**config.mk**
```make
export PLATFORM = sky130hd
export DESIGN_NAME = pe_conv_sequencer
export DESIGN_NICKNAME = d
export VERILOG_FILES = /design/src/rtl/pe_conv_sequencer.sv
export SDC_FILE = /design/constraint.sdc
export NUM_CORES = 1
export LEC_CHECK = 0
export ABC_AREA = 1
export ABC_CLOCK_PERIOD_IN_PS = 3700
export CORE_UTILIZATION = 50
export DETAILED_ROUTE_END_ITERATION = 10
export GPL_TIMING_DRIVEN = 0
export MAX_ROUTING_LAYER = met4
export PLACE_DENSITY = 0.8
export SLEW_MARGIN = 20
export SYNTH_ARGS = -nofsm -noshare
export SYNTH_HDL_FRONTEND = slang
export SYNTH_SLANG_ARGS = --single-unit
export TNS_END_PERCENT = 1
```
**constraint.sdc**
```tcl
create_clock -name CLK -period 3.7 [get_ports CLK]
set_input_delay 0.74 -clock CLK [delete_from_list [all_inputs] [get_ports CLK]]
set_output_delay 0.74 -clock CLK [all_outputs]
set_load 0.01 [all_outputs]
```
**src/rtl/pe_conv_sequencer.sv**
```systemverilog
// pe_conv_sequencer: walks a 3x3 kernel over a 4x4 image and accumulates four 2x2 valid-convolution results.
// Build option: define PE_SEQ_REG_IN_EN to register a_in/b_in one stage before the multiplier.
module pe_conv_sequencer (
    input  logic        CLK,
    input  logic        RESETn,
    input  logic        start,
    input  logic [7:0]  a_in,
    input  logic [7:0]  b_in,
    output logic [3:0]  s0,
    output logic [3:0]  s1,
    output logic        busy,
    output logic        done,
    output logic [19:0] c11,
    output logic [19:0] c12,
    output logic [19:0] c21,
    output logic [19:0] c22
);
    typedef enum logic [1:0] {IDLE, RUN, DRAIN, DONE} state_t;
    state_t      r_state;
    logic [1:0]  r_o, r_kr, r_kc;
    logic [19:0] r_acc;
    logic [19:0] r_c [4];
    logic        w_last_tap, w_last;
    logic [1:0]  w_o_n, w_kr_n, w_kc_n;
    logic [15:0] w_prod;
    logic [19:0] w_sum;
    logic        w_en, w_tap8;
    logic [1:0]  w_wo;

    assign w_last_tap = (r_kr == 2'd2) && (r_kc == 2'd2);
    assign w_last     = w_last_tap && (r_o == 2'd3);
    assign w_kc_n     = (r_kc == 2'd2) ? 2'd0 : r_kc + 2'd1;
    assign w_kr_n     = (r_kc == 2'd2) ? ((r_kr == 2'd2) ? 2'd0 : r_kr + 2'd1) : r_kr;
    assign w_o_n      = w_last_tap ? r_o + 2'd1 : r_o;
    assign w_sum      = r_acc + {4'd0, w_prod};
    assign c11 = r_c[0];
    assign c12 = r_c[1];
    assign c21 = r_c[2];
    assign c22 = r_c[3];

    // Sequencer FSM: tap counters plus registered selects and status flags
    always_ff @(posedge CLK or negedge RESETn) begin
        if (!RESETn) begin
            r_state <= IDLE;
            r_o     <= 2'd0;
            r_kr    <= 2'd0;
            r_kc    <= 2'd0;
            s0      <= 4'd0;
            s1      <= 4'd0;
            busy    <= 1'b0;
            done    <= 1'b0;
        end else begin
            case (r_state)
                IDLE: if (start) begin
                    r_state <= RUN;
                    busy    <= 1'b1;
                    r_o     <= 2'd0;
                    r_kr    <= 2'd0;
                    r_kc    <= 2'd0;
                    s0      <= 4'd0;
                    s1      <= 4'd0;
                end
                RUN: if (w_last) begin
                    s0 <= 4'd0;
                    s1 <= 4'd0;
`ifdef PE_SEQ_REG_IN_EN
                    r_state <= DRAIN;
`else
                    r_state <= DONE;
                    busy    <= 1'b0;
                    done    <= 1'b1;
`endif
                end else begin
                    r_o  <= w_o_n;
                    r_kr <= w_kr_n;
                    r_kc <= w_kc_n;
                    s0   <= {{1'b0, w_o_n[1]} + w_kr_n, {1'b0, w_o_n[0]} + w_kc_n};
                    s1   <= {w_kr_n, w_kc_n};
                end
                DRAIN: begin
                    r_state <= DONE;
                    busy    <= 1'b0;
                    done    <= 1'b1;
                end
                default: begin
                    r_state <= IDLE;
                    done    <= 1'b0;
                end
            endcase
        end
    end

`ifdef PE_SEQ_REG_IN_EN
    logic [7:0] r_a, r_b;
    logic       r_acc_en, r_tap8;
    logic [1:0] r_wo;

    // Operand and control pipeline stage so accumulation trails selection by one cycle
    always_ff @(posedge CLK or negedge RESETn) begin
        if (!RESETn) begin
            r_a      <= 8'd0;
            r_b      <= 8'd0;
            r_acc_en <= 1'b0;
            r_tap8   <= 1'b0;
            r_wo     <= 2'd0;
        end else begin
            r_a      <= a_in;
            r_b      <= b_in;
            r_acc_en <= (r_state == RUN);
            r_tap8   <= w_last_tap;
            r_wo     <= r_o;
        end
    end

    assign w_prod = r_a * r_b;
    assign w_en   = r_acc_en;
    assign w_tap8 = r_tap8;
    assign w_wo   = r_wo;
`else
    assign w_prod = a_in * b_in;
    assign w_en   = (r_state == RUN);
    assign w_tap8 = w_last_tap;
    assign w_wo   = r_o;
`endif

    // Multiply-accumulate; the ninth tap commits the sum and clears the accumulator
    always_ff @(posedge CLK or negedge RESETn) begin
        if (!RESETn) begin
            r_acc <= 20'd0;
            for (int i = 0; i < 4; i++) r_c[i] <= 20'd0;
        end else if (w_en) begin
            if (w_tap8) begin
                r_acc     <= 20'd0;
                r_c[w_wo] <= w_sum;
            end else begin
                r_acc <= w_sum;
            end
        end
    end
endmodule
```
==> flow_metrics.py, run 1 <==
metrics = {
    "placement": {
        "dp_slack_ps": -940,
        "gp_congestion": 0.887,
        "dp_hpwl_mm": 14.2,
        "buffer_ports.inserted": 92,
    },
    "logic_synthesis": {
        "ys_seq_elements": 118,
        "yosysUniqueCellTypes": 24,
        "seq_area_frac_synth_pct": 38.2,
        "synth_edf_count": 0,
        "yosysWarnings": 0,
        "syn_area_mm2": 0.00773,
        "async_flop_share_pct": 100,
        "synthFlopType": "dfrtp_1",
        "syn_avg_cell_area_um2": 8.22,
        "syn_nets": 1060,
        "synthCells": 940,
    },
    "detailed_routing": {
        "route.met2.wl_mm": 9.83,
        "postRouteAntennaNets": 0,
        "top_layer_used": "met4",
        "num_vias": 6524,
        "wl_per_cell_um": 16.1,
        "firstDrtPassIters": 7,
        "routed_wirelength_mm": 20.3,
        "drt_iter0_markers": 415,
        "met3_length_mm": 1.40,
        "drc": 0,
        "routed_via_density": 5.19,
        "m1WireLength_mm": 8.56,
    },
    "timing": {
        "tightest_slew_ps": 540,
        "max_freq_mhz": 249,
        "skew_ps": 6.42,
        "min_period_ps": 4020,
        "slew_headroom_pct": 64.0,
        "period_share_pct": 109,
        "setup_slack_ps": -321,
        "rsz0062_at_grt": "yes",
        "setup_viol": 61,
        "drv_slew": 0,
        "hold_violations": 0,
    },
    "floorplan": {
        "die_y_um": 126,
        "ios": 109,
        "rows": 45,
        "dieArea_mm2": 0.0160,
        "initial_utilization_pct": 51.0,
        "coreArea_mm2": 0.0151,
        "die_w_um": 126,
    },
    "critical_path": {
        "worstSetupPathType": "in -> reg",
        "ff2ff_setup_slack_ps": -210,
        "startpoint_type": "primary input",
        "worst-path-max-fanout": 8,
        "crit_arrival_ps": 4320,
        "reg2regPathDepth": 17,
        "worstPathRequired_ps": 4000,
        "r2r_start": "r_acc[6]",
        "end_kind": "flip-flop",
        "timing.rr.end": "c12[12]",
    },
    "cells_and_area": {
        "nets": 1176,
        "drive_gt1_share_pct": 18.3,
        "area_delta_synth_final_pct": 33.6,
        "num_antenna_cells": 0,
    },
    "global_routing": {
        "grt_usage_pct": 27.8,
        "overflow": 0,
        "grt_pass1_wl_mm": 33.6,
        "grt_max_degree": 63,
        "grt_pass1_vias": 6748,
        "antenna_found_initial": 0,
    },
    "clocking": {
        "clockBufferDepth": 2,
        "clkLatencyLatePin_ps": 420,
        "clock_sinks": 118,
        "cts_tree": "built",
        "h-tree-depth": 4,
        "cts_buffers": 17,
        "cts.reportedPaths.clkPinSlew_ps": 60,
        "cts_root_buf": "clkbuf_16",
    },
    "worst_hold_path": {
        "holdCritPathClass": "in -> async",
    },
    "run_status": {
        "violations": "setup timing",
        "status": "finished, violations left",
    },
    "job": {
        "maxCapViolCount": 0,
    },
}
==> stage by stage <==
step | area [um2] | TNS [ps] | utilization [%] | hold WS (ps) | std cells
floorplan | 8220 | -23990 | - | 444 | 940
global placement | 9380 | -368190 | 61.9 | 464 | 1220
detailed placement | 9400 | -49680 | 62.1 | 462 | 1221
CTS | 10200 | -10780 | 67.6 | 300 | 1254
global route | 10300 | -23180 | 68.1 | 327 | 1257
finish | 10300 | -12650 | 68.1 | 273 | 1257
==> per-layer routing <==
layer | track usage [%] | vias up
met4 | 9.00 | 0
li1 | - | 3053
met5 | - | -
met1 | 35.2 | 3190
met3 | 5.74 | 51
met2 | 44.8 | 230
==> worst max-delay path, stage by stage <==
cell,delay (ps)
clkbuf_16,130
nand2_4,50
fa_1,530
inv_1,50
fa_1,390
fa_1,500
inv_1,60
fa_1,530
inv_1,60
ha_4,260
nand2_1,100
inv_1,60
nand2_1,70
nand2_1,100
a21oi_2,270
nand3_2,210
nand3_2,130
nand2_1,60
==> what timing repair did <==
action	CTS	global route
pin swaps	32	18
setup buffers	1	3
gates resized for setup	57	18
endpoints found under the setup margin	70	74
hold buffers	0	0
endpoints found under the hold margin	0	0
==> synthesized netlist by cell type, types with 3 or more instances <==
cell type  number  area (um2)
nand2_1       312        1170
inv_1         191         717
dfrtp_1       118        2950
nand3_1        53         265
ha_1           51         638
o21ai_0        51         255
fa_1           50        1000
clkbuf_1       16        60.1
nor2_1         13        48.8
o21ai_2        13         114
buf_2          12        60.1
a21oi_1         8        40.0
nor2_4          7        78.8
o22ai_1         7        43.8
xor2_1          6        52.6
buf_6           5        56.3
inv_2           5        18.8
o21ai_1         5        25.0
nand3b_1        4        30.0
nor3_1          4        20.0
xnor2_1         4        35.0
nor2_2          3        18.8
==> placed cells by master, fill, tap and decap left out, types with 7 or more instances in the layout <==
master             n
clkdlybuf4s50_1   91
nor2_1            11
buf_2             11
ha_1              43
nand3_1           32
buf_6              7
nand2_1          272
dfrtp_1          118
o21ai_1           15
nand3_2           19
ha_4               7
nand2_2           24
nor2_4             8
o21ai_0           40
o22ai_1            7
inv_1            181
inv_2             15
nand2_4           16
clkbuf_16         25
o21ai_2           14
clkbuf_8           9
fa_1              48
==> worst max path at each step <==
stage	from	end	slack (ps)	cells past startpoint
detailed placement	a_in[0]	c21[8]	-940	14
global route	a_in[5]	r_acc[12]	-450	18
CTS	b_in[5]	c22[14]	-260	19
finish	a_in[4]	c21[18]	-320	18
global placement	RESETn	r_state[0]	-2730	1
floorplan	b_in[2]	c11[17]	-400	18
==> flip-flops by register name (all words and copies together), names as in the netlist <==
signal   cells
busy         1
c11         20
c12         20
c21         20
c22         20
done         1
r_acc       20
r_kc         2
r_kr         2
r_o          2
r_state      2
s0           4
s1           4
==> cells by family after synthesis <==
group | after synthesis | share of synthesized area [%]
and+or+nand+nor | 398 | 21.4
buffers and inverters | 229 | 11.8
DFF | 118 | 38.2
adders and majority gates | 101 | 21.2
AOI/OAI and AO/OA | 84 | 6.19
xor gates and xnor gates | 10 | 1.13
==> final cells by class <==
cell class / instances / area (um2)
plain buffers: 33 / 423
clock buffers: 20 / 457
clock inverters: 12 / 128
fillers: 1114 / 4830
inverters: 196 / 736
multi-input cells: 593 / 4400
flip-flops and latches: 118 / 2950
well taps: 188 / 235
repair buffers: 97 / 992
Power of run 1 is left out: the tool's default activity adds up to more than one toggle a clock period on the data nets, which glitch-free logic cannot reach.
==> inputs of run 2 (changes only) <==
PLACE_DENSITY = 0.77   (was 0.8)
==> run 2 against run 1 <==
Compared with the run above:
- the flow still finishes with violations (setup timing)
- via count shrank 1.2%
- largest cell class unchanged
- highest routed layer unchanged
- non-clock buffer count unchanged
- design area rose by 1.9%
- setup slack improved by 19 ps
- die area did not move
- critical path depth fell by 1
- flip-flop and latch count unchanged
==> flow_metrics.py, run 2 (synthesis gave the netlist of run 1 again) <==
metrics = {
    "run_status": {
        "status": "finished, violations left",
        "violations": "setup timing",
    },
    "timing": {
        "max_freq_mhz": 250,
        "hold_violations": 0,
        "hold-worst-slack_ps": 275,
        "tightest_slew_ps": 544,
        "slew_headroom_pct": 63.7,
        "rsz0062_at_grt": "yes",
        "setup_slack_ps": -302,
        "drv_slew": 0,
        "final.setup.tns_ps": -13870,
        "period_share_pct": 108,
        "skew_ps": 4.02,
        "setup_viol": 68,
        "min_period_ps": 4000,
    },
    "floorplan": {
        "ios": 109,
        "dieArea_mm2": 0.0160,
        "rows": 45,
        "coreArea_mm2": 0.0151,
        "initial_utilization_pct": 51.0,
        "die_y_um": 126,
        "die_w_um": 126,
    },
    "detailed_routing": {
        "drt_iter0_markers": 485,
        "route.met2.wl_mm": 9.77,
        "wl_per_cell_um": 15.9,
        "routed_via_density": 5.13,
        "m1WireLength_mm": 8.67,
        "routed_wirelength_mm": 19.9,
        "postRouteAntennaNets": 0,
        "top_layer_used": "met4",
        "met3_length_mm": 1.09,
        "firstDrtPassIters": 6,
        "num_vias": 6444,
        "drc": 0,
    },
    "critical_path": {
        "crit_arrival_ps": 4350,
        "cp_cell_sequence": "clkbuf_16 > nand2_2 > fa_1 > inv_1 > fa_1 > inv_1 > fa_1 > fa_1 > inv_2 > ha_4 > nand2_2 > nand3b_1 > nand2_4 > nand2_2 > nand3b_1 > nand3_1 > nand2_1",
        "end_kind": "flip-flop",
        "reg2regPathDepth": 16,
        "critical_path.most_common_cell": "fa_1",
        "slowest_delay_ps": 530,
        "startpoint_type": "primary input",
        "crit_family": "adder cells",
        "crit_slowest_cell": "fa_1",
        "worstSetupPathType": "in -> reg",
        "crit_cells": 17,
        "worstPathRequired_ps": 4050,
        "worst-path-max-fanout": 8,
        "crit_buf_inv": 4,
    },
    "clocking": {
        "cts.reportedPaths.clkPinSlew_ps": 50,
        "cts_buffers": 17,
        "h-tree-depth": 4,
        "cts_root_buf": "clkbuf_16",
        "clkLatencyLatePin_ps": 410,
        "clockBufferDepth": 2,
        "postCtsHoldBufs": 0,
        "clock_sinks": 118,
        "cts_tree": "built",
    },
    "worst_hold_path": {
        "holdCritPathClass": "in -> async",
    },
    "global_routing": {
        "antenna_found_initial": 0,
        "overflow": 0,
        "grt_max_degree": 63,
        "grt_usage_pct": 27.3,
        "grt_pass1_wl_mm": 32.8,
        "grt_pass1_vias": 6661,
    },
    "cells_and_area": {
        "final_common_cell": "nand2_1",
        "fin_util_pct": 69.4,
        "num_antenna_cells": 0,
        "area_delta_synth_final_pct": 36.1,
        "stdcell_area_mm2": 0.0105,
        "nets": 1176,
        "final_cell_mix": "nand2_1 (259), inv_1 (175), dfrtp_1 (118)",
        "drive_gt1_share_pct": 21.0,
    },
    "placement": {
        "dp_hpwl_mm": 14.5,
        "dpl-instance-area_mm2": 0.00940,
        "gp_congestion": 0.870,
        "buffer_ports.inserted": 92,
    },
    "job": {
        "maxCapViolCount": 0,
    },
}
==> run 2: path summary, 6_finish.rpt <==
check	startpoint	to	slack, ps
min in group CLK	c12[14]	c12[14]	480
worst min register to register	c12[14]	c12[14]	480
max in group asynchronous	RESETn	r_state[1]	2740
worst max register to register	r_acc[6]	c22[12]	-190
worst max-delay path	a_in[5]	c22[12]	-300
worst min-delay path	RESETn	r_acc[14]	270
==> run 2: repair_timing <==
action | CTS | global route
endpoints found under the setup margin | 70 | 74
buffers inserted | 1 | 3
pin swaps | 37 | 32
resized for setup | 72 | 50
==> run 2: final cells by class <==
class | instances | area, um2
repair buffers | 97 | 992
fillers | 1093 | 4630
multi-input cells | 593 | 4560
plain buffers | 33 | 409
inverters | 196 | 738
clock buffers | 24 | 512
well taps | 188 | 235
clock inverters | 8 | 118
flip-flops and latches | 118 | 2950
==> run 2: stage by stage <==
step	worst slack [ps]	std cells
floorplan	-398	940
global placement	-2750	1220
detailed placement	-892	1221
CTS	-249	1254
global route	-417	1257
finish	-302	1257
==> run 2: layer usage <==
layer | up-vias | track usage (%)
li1 | 3052 | -
met1 | 3144 | 35.3
met4 | 0 | 9.14
met2 | 214 | 43.9
met5 | - | -
met3 | 34 | 4.51
Power of run 2 is left out for the same reason.
==> inputs of run 3 (changes only) <==
ABC_CLOCK_PERIOD_IN_PS = 3300   (was 3700)
clock period = 3.3 ns   (was 3.7 ns; I/O delays follow)
==> run 3 against run 2 <==
Compared with the run above:
- die area is the same
- sequential share of layout area about the same
- clock-buffer cell count stayed put
- largest cell class unchanged
- via count decreased by 0.73%
- design area barely moved
- final cell count hardly changed
- wire length increased by 0.41%
- critical path depth unchanged
- critical endpoint unchanged
- flip-flop and latch count unchanged
- non-clock buffer count fell by 1
- the run still ends with setup timing left
- clock skew up 2.8 ps
==> flow_metrics.py, run 3 (synthesis gave the netlist of run 1 again) <==
metrics = {
    "critical_path": {
        "cp_cell_sequence": "clkbuf_16 > nand2_2 > fa_1 > inv_1 > fa_1 > inv_1 > fa_1 > fa_1 > inv_2 > ha_4 > nand2_2 > nand3b_1 > nand2_4 > nand2_2 > nand3b_1 > nand3_1 > nand2_1",
        "worstPathRequired_ps": 3640,
        "r2r_start": "r_acc[6]",
        "critical_path.most_common_cell": "fa_1",
        "worst-path-max-fanout": 8,
        "startpoint_type": "primary input",
        "ff2ff_setup_slack_ps": -610,
        "crit_buf_inv": 4,
        "timing.rr.end": "c22[12]",
        "crit_arrival_ps": 4290,
        "crit_slowest_cell": "fa_1",
        "end_kind": "flip-flop",
        "reg2regPathDepth": 16,
        "slowest_delay_ps": 530,
        "crit_family": "adder cells",
        "worstSetupPathType": "in -> reg",
    },
    "global_routing": {
        "grt_pass1_wl_mm": 32.8,
        "grt_pass1_vias": 6660,
        "overflow": 0,
        "grt_max_degree": 63,
        "grt_usage_pct": 27.3,
        "antenna_found_initial": 0,
    },
    "cells_and_area": {
        "fin_util_pct": 69.5,
        "num_antenna_cells": 0,
        "final_common_cell": "nand2_1",
        "area_delta_synth_final_pct": 36.2,
        "nets": 1175,
        "nFillCells": 1092,
        "final_cell_mix": "nand2_1 (258), inv_1 (175), dfrtp_1 (118)",
        "drive_gt1_share_pct": 21.1,
        "multi_input_area_mm2": 0.00457,
        "seq_area_mm2": 0.00295,
        "stdcell_area_mm2": 0.0105,
    },
    "clocking": {
        "cts_buffers": 17,
        "cts_root_buf": "clkbuf_16",
        "clock_sinks": 118,
        "clockBufferDepth": 2,
        "h-tree-depth": 4,
        "clkLatencyLatePin_ps": 410,
        "cts_tree": "built",
        "cts.reportedPaths.clkPinSlew_ps": 50,
        "postCtsHoldBufs": 0,
    },
    "timing": {
        "skew_ps": 6.82,
        "hold_violations": 0,
        "drv_slew": 0,
        "period_share_pct": 120,
        "setup_viol": 80,
        "max_freq_mhz": 253,
        "slew_headroom_pct": 61.8,
        "min_period_ps": 3950,
        "rsz0062_at_grt": "yes",
        "setup_slack_ps": -649,
        "tightest_slew_ps": 573,
    },
    "placement": {
        "dp_hpwl_mm": 14.5,
        "buffer_ports.inserted": 92,
        "dp_slack_ps": -1210,
        "dpl-instance-area_mm2": 0.00940,
        "gp_congestion": 0.870,
    },
    "detailed_routing": {
        "firstDrtPassIters": 5,
        "num_vias": 6397,
        "postRouteAntennaNets": 0,
        "drc": 0,
        "drt_iter0_markers": 483,
        "routed_wirelength_mm": 20.0,
        "routed_via_density": 5.09,
        "wl_per_cell_um": 15.9,
    },
    "run_status": {
        "violations": "setup timing",
        "status": "finished, violations left",
    },
    "floorplan": {
        "coreArea_mm2": 0.0151,
        "initial_utilization_pct": 51.0,
        "dieArea_mm2": 0.0160,
        "die_y_um": 126,
        "ios": 109,
        "rows": 45,
        "die_w_um": 126,
    },
    "worst_hold_path": {
        "holdCritPathClass": "in -> async",
    },
    "job": {
        "maxCapViolCount": 0,
    },
}
-- run 3: worst max-delay path by stage --
| stage | startpoint | endpoint | cells past startpoint |
|---|---|---|---|
| after floorplan | b_in[2] | c11[17] | 18 |
| after global placement | RESETn | r_state[0] | 1 |
| after detailed placement | a_in[0] | c21[8] | 14 |
| after CTS | b_in[5] | c21[13] | 17 |
| after global routing | b_in[7] | c22[12] | 15 |
| final | a_in[5] | c22[12] | 17 |
-- run 3: per-stage QoR --
| step | hold slack, ps | instances | setup TNS [ps] |
|---|---|---|---|
| 2_1_floorplan | 364 | 940 | -49180 |
| 3_3_place_gp | 464 | 1220 | -434440 |
| 3_5_place_dp | 462 | 1221 | -76500 |
| 4_1_cts | 223 | 1254 | -35730 |
| 5_1_grt | 242 | 1256 | -46070 |
| 6_report | 203 | 1256 | -36980 |
-- run 3: layout make-up --
type                       count  area share, %
buffer                        33           3.89
inverter                     196           7.01
multi-input combinational    593           43.5
sequential                   118           28.1
tap                          188           2.24
clock inverter                 8           1.12
clock buffer                  24           4.86
timing repair buffer          96           9.36
-- run 3: per-layer routing --
layer | vias to the layer above | GRT usage, % | share of wire [%]
li1 | 3049 | - | -
met3 | 33 | 4.51 | 5.0
met1 | 3126 | 35.3 | 44
met2 | 189 | 43.9 | 49
met4 | 0 | 9.14 | 2.0
met5 | - | - | 0
-- run 3: timing repair --
| item | CTS | global route |
|---|---|---|
| pin swaps | 39 | 33 |
| endpoints found under the setup margin | 80 | 80 |
| resized for setup | 76 | 50 |
| buffers inserted | 1 | 2 |
Power of run 3 is left out for the same reason.
==> RTL edit 1, RTL diff (settings of run 3) <==
Add an input register stage for `start`, with the module's reset; this delays it by one clock. The other inputs are not delayed to match.
--- a/src/rtl/pe_conv_sequencer.sv
+++ b/src/rtl/pe_conv_sequencer.sv
@@ -17,4 +17,15 @@
 );
     typedef enum logic [1:0] {IDLE, RUN, DRAIN, DONE} state_t;
+
+    logic start_q;
+
+    always_ff @(posedge CLK or negedge RESETn) begin
+        if (!RESETn) begin
+            start_q <= '0;
+        end else begin
+            start_q <= start;
+        end
+    end
+
     state_t      r_state;
     logic [1:0]  r_o, r_kr, r_kc;
@@ -52,5 +63,5 @@
         end else begin
             case (r_state)
-                IDLE: if (start) begin
+                IDLE: if (start_q) begin
                     r_state <= RUN;
                     busy    <= 1'b1;
Function: changed (Yosys sat finds a counterexample within 4 cycles, from zero or initial values and one cycle with RESETn low).
==> RTL edit 1 against run 3 <==
  * The flow still finishes with violations (negative setup slack)
  * Design area rose by 0.89%
  * Synthesized area up 2.2%
  * Clock skew rose by 0.0070 ns
  * Wire length down 4.6%
  * Sequential cell count grew 1
  * First-iteration DRC count down 12%
  * Worst setup slack gained 0.13 ns
  * Critical path type unchanged
  * Highest routed layer unchanged
Power is left out: the tool's default activity adds up to more than one toggle a clock period on the data nets, which glitch-free logic cannot reach.
==> RTL edit 1: results (changes against run 3) <==
DR vias=6,486 (was 6,397); Final clock-cell share=5.54% (was 5.98%); Nets=1,178 (was 1,175); GR Layer Usage met2=45.5% (was 43.9%); Clock Skew=0.0138 ns (was 0.00682 ns); Fin Setup TNS=-29.39 ns (was -36.98 ns); Signal buf overhead=13.7% (was 13.2%); GR Util met3=3.84% (was 4.51%); largest net degree at the start of global routing=76 (was 63); Synth area leaders=dfrtp_1 38%, nand2_1 15%, fa_1 13%, inv_1 8.7%, ha_1 8.1% (was dfrtp_1 38%, nand2_1 15%, fa_1 13%, inv_1 9.3%, ha_1 8.3%); Synthesized Nets=1,061 (was 1,060); register area share after synthesis=37.7% (was 38.2%); failing checks=negative setup slack (unchanged); H-tree Lvls=4 (unchanged); Post-Synthesis Mean Instance Area=8.39 sq um (was 8.22 sq um); synth unique cells=28 (was 24); GP Congestion=0.917 (was 0.870); Non-CTS buffers=131 (was 129); Tot GR Track Use=26.1% (was 27.3%); Post-Synth Adder-Cell Area=20.8% (was 21.2%); clock-pin slew on the worst setup and hold paths=0.06 ns; ys async rst share=100% (unchanged); layout cell share with drive strength beyond 1=22.4% (was 21.1%); CLK BUF=18 (was 24); final setup fails=70 (was 80); multi-input gates=595 (was 593); dpl cell area=9540 sq um (was 9400 sq um); FFs & Latches=119 (was 118); HPWL after DPL=13,900 microns (was 14,500 microns); filler instances=1,172 (was 1,092); compound-cell area share of the yosys netlist=6.72% (was 6.19%); Critical Path AT=4.13 ns (was 4.29 ns); Post-Synth XOR/XNOR Area=1.30% (was 1.13%); met3 routed WL=793 microns (was 1000 microns); worst setup margin=-0.515 ns (was -0.649 ns); vias in the first global route=6,735 (was 6,660); first-pass GRT wire length=32,300 microns (was 32,800 microns); DR vias/cell=5.06 (was 5.09); Metal-1 WL=7860 microns (was 8820 microns); DR iter-0 viols=423 (was 483); outcome=complete, but fails checks (unchanged); Synth top cells by count=309 x nand2_1, 184 x inv_1, 119 x dfrtp_1, 54 x nand3_1, 51 x ha_1 (was 312 x nand2_1, 191 x inv_1, 118 x dfrtp_1, 53 x nand3_1); inverter count=194 (was 196); pre-CTS worst setup slack=-1.16 ns (was -1.21 ns); slowest stage delay, CP=0.57 ns (was 0.53 ns)
## RTL edit 1: cell families (layout without fill, tap and decap cells)
group | count (synthesis) | count (layout)
compound gates | 84 | 84
simple gates | 400 | 400
buf+inv | 227 | 357
flops | 119 | 119
fa+ha+maj | 101 | 101
xor+xnor | 10 | 10
## RTL edit 1: timing repair
item / in CTS / in global routing
gates resized for setup: 72 / 31
pin swaps: 47 / 21
setup buffers: 5 / 0
setup endpoints to repair: 80 / 80
## RTL edit 1: path summary, 6_finish.rpt
path / start / to / depth (start not counted)
worst max-delay path: b_in[7] / c21[16]$_DFFE_PN0P_ / 16
worst min-delay path: RESETn / r_acc[3]$_DFFE_PN0P_ / 1
worst max register to register: r_acc[6]$_DFFE_PN0P_ / c21[16]$_DFFE_PN0P_ / 17
worst min register to register: s1[0]$_DFFE_PN0P_ / s1[0]$_DFFE_PN0P_ / 2
max in group asynchronous: RESETn / c22[15]$_DFFE_PN0P_ / 2
min in group CLK: s1[0]$_DFFE_PN0P_ / s1[0]$_DFFE_PN0P_ / 2
==> RTL edit 2, RTL diff (config.mk and constraints of run 3) <==
Made on the original files. The option `PE_SEQ_REG_IN_EN` is turned on by a define.
--- a/src/rtl/pe_conv_sequencer.sv
+++ b/src/rtl/pe_conv_sequencer.sv
@@ -1,4 +1,6 @@
 // pe_conv_sequencer: walks a 3x3 kernel over a 4x4 image and accumulates four 2x2 valid-convolution results.
 // Build option: define PE_SEQ_REG_IN_EN to register a_in/b_in one stage before the multiplier.
+`define PE_SEQ_REG_IN_EN
+
 module pe_conv_sequencer (
     input  logic        CLK,
Function: same outputs for any inputs over 10 cycles, from zero or initial values and one cycle with RESETn low; that may be too few to reach the edited logic, so the function may still have changed.
==> RTL edit 2 against run 3 <==
  * The flow still finishes with violations (negative setup slack)
  * Design area increased by 5.6%
  * First-iteration DRC count down 33%
  * Synthesized area rose by 7.5%
  * Worst setup slack lost 0.19 ns
  * Maximum frequency fell by 4.6%
  * Wire length increased by 1.9%
  * Sequential cell count rose by 20
  * Critical path type is now register to register
==> RTL edit 2: results (changes against run 3) <==
Critical Path AT=4.45 ns (was 4.29 ns); Tot GR Track Use=26.4% (was 27.3%); largest net degree at the start of global routing=72 (was 63); metal2 WL=10,300 microns (was 9820 microns); total clock buffers created by CTS=17 (unchanged); first-pass GRT wire length=33,200 microns (was 32,800 microns); synth unique cells=29 (was 24); vias in the first global route=6,806 (was 6,660); GP Congestion=0.896 (was 0.870); Metal-1 WL=8490 microns (was 8820 microns); layout cell share with drive strength beyond 1=21.0% (was 21.1%); Clock Skew=0.00906 ns (was 0.00682 ns); Synth top cells by count=311 x nand2_1, 194 x inv_1, 138 x dfrtp_1, 54 x nand3_1, 50 x fa_1 (was 312 x nand2_1, 191 x inv_1, 118 x dfrtp_1, 53 x nand3_1); met3 routed WL=1190 microns (was 1000 microns); register area share after synthesis=41.6% (was 38.2%); later-pin clock latency in the skew report=0.43 ns (was 0.41 ns); final setup fails=80 (unchanged); DR iter-0 viols=323 (was 483); Worst path slowest cell=fa_1 (unchanged); worst setup margin=-0.840 ns (was -0.649 ns); switching power=5.68 mW; Worst IR Drop VDD=0.954 mV; drt total wl=20,400 microns (was 20,000 microns); slew margin rel.=60.4% (was 61.8%); failing checks=negative setup slack (unchanged); slowest stage delay, CP=0.57 ns (was 0.53 ns); worst reg2reg path depth=19 (was 16); Synth area leaders=dfrtp_1 42%, nand2_1 14%, fa_1 12%, inv_1 8.8%, ha_1 7.2% (was dfrtp_1 38%, nand2_1 15%, fa_1 13%, inv_1 9.3%, ha_1 8.3%); worst-path maximum fanout=6 (was 8); HPWL after DPL=14,900 microns (was 14,500 microns); Syn. warnings=0 (unchanged); pre-CTS worst setup slack=-0.851 ns (was -1.21 ns); filler instances=1,211 (was 1,092); CP delay by family, top=adder cells (unchanged); port buffer count=108 (was 92); Synthesized Nets=1,083 (was 1,060); outcome=complete, but fails checks (unchanged); Nets=1,224 (was 1,175); DR vias=6,647 (was 6,397)
RTL edit 2: cell count changes after synthesis, sizes merged, moves of 2 or more:
| cell | run 3 | this run |
|---|---|---|
| dfrtp | 118 | 138 |
| inv | 196 | 205 |
| nor2 | 23 | 18 |
| nor3 | 4 | 8 |
| buf | 17 | 14 |
| ha | 51 | 48 |
| clkbuf | 16 | 18 |
| nand3b | 4 | 2 |
RTL edit 2: layout make-up:
class                      instances  area, sq um  share of cell area (%)
buffer                            32          357                    3.21
clock buffer                      21          440                    3.96
clock inverter                    10          119                    1.07
inverter                         205          779                    7.01
multi-input combinational        591         4460                    40.1
sequential                       138         3450                    31.1
tap                              216          270                    2.43
timing repair buffer             122         1230                    11.1
RTL edit 2: path summary, 6_finish.rpt:
check,from,endpoint,slack (ns)
setup / recovery,r_b[2]$_DFF_PN0_,c12[10]$_DFFE_PN0P_,-0.84
min in group CLK,r_o[1]$_DFFE_PN0P_,r_wo[1]$_DFF_PN0_,0.41
max in group asynchronous,RESETn,c22[5]$_DFFE_PN0P_,2.37
hold reg to reg,r_o[1]$_DFFE_PN0P_,r_wo[1]$_DFF_PN0_,0.41
setup reg to reg,r_b[2]$_DFF_PN0_,c12[10]$_DFFE_PN0P_,-0.84
hold / removal,RESETn,r_b[7]$_DFF_PN0_,0.19
RTL edit 2: routing by layer:
| layer | vias up | GRT usage (%) |
|---|---|---|
| met5 | - | - |
| met4 | 0 | 9.60 |
| met3 | 39 | 6.31 |
| met2 | 188 | 43.4 |
| met1 | 3220 | 31.6 |
| li1 | 3200 | - |
RTL edit 2: kinds of logic after synthesis:
family | after synthesis | share of synthesized area (%)
flip-flops | 138 | 41.6
buffers and inverters | 237 | 11.7
AO/OA/AOI/OAI | 86 | 6.55
AND/OR/NAND/NOR | 396 | 19.7
adder cells (fa/ha/maj) | 98 | 19.3
XOR/XNOR | 10 | 1.05
multiplexers | 1 | 0.136
RTL edit 2: through the flow:
stage          cells  util, %  setup TNS (ns)  area, sq um
5_1_grt         1335     69.2          -63.31        11100
3_3_place_gp    1290     62.5         -606.78        10000
4_1_cts         1322     67.0          -48.67        10800
6_report        1335     69.2          -51.34        11100
2_1_floorplan    966        -          -26.47         8690
3_5_place_dp    1291     62.7          -53.34        10100
RTL edit 2: what timing repair did:
action / CTS / global route
cloned: 0 / 0
setup buffers: 0 / 13
pin swaps: 25 / 41
setup endpoints to repair: 80 / 80
resized for setup: 37 / 71
RTL edit 2: power by group through the flow:
stage	combinational [mW]	sequential, mW	clock, mW
after detailed placement	6.00	2.06	0
after floorplan	4.47	2.07	0
after global placement	5.87	2.06	0
after global routing	8.47	2.06	1.94
after CTS	6.47	2.04	1.87
final	7.81	2.04	1.84
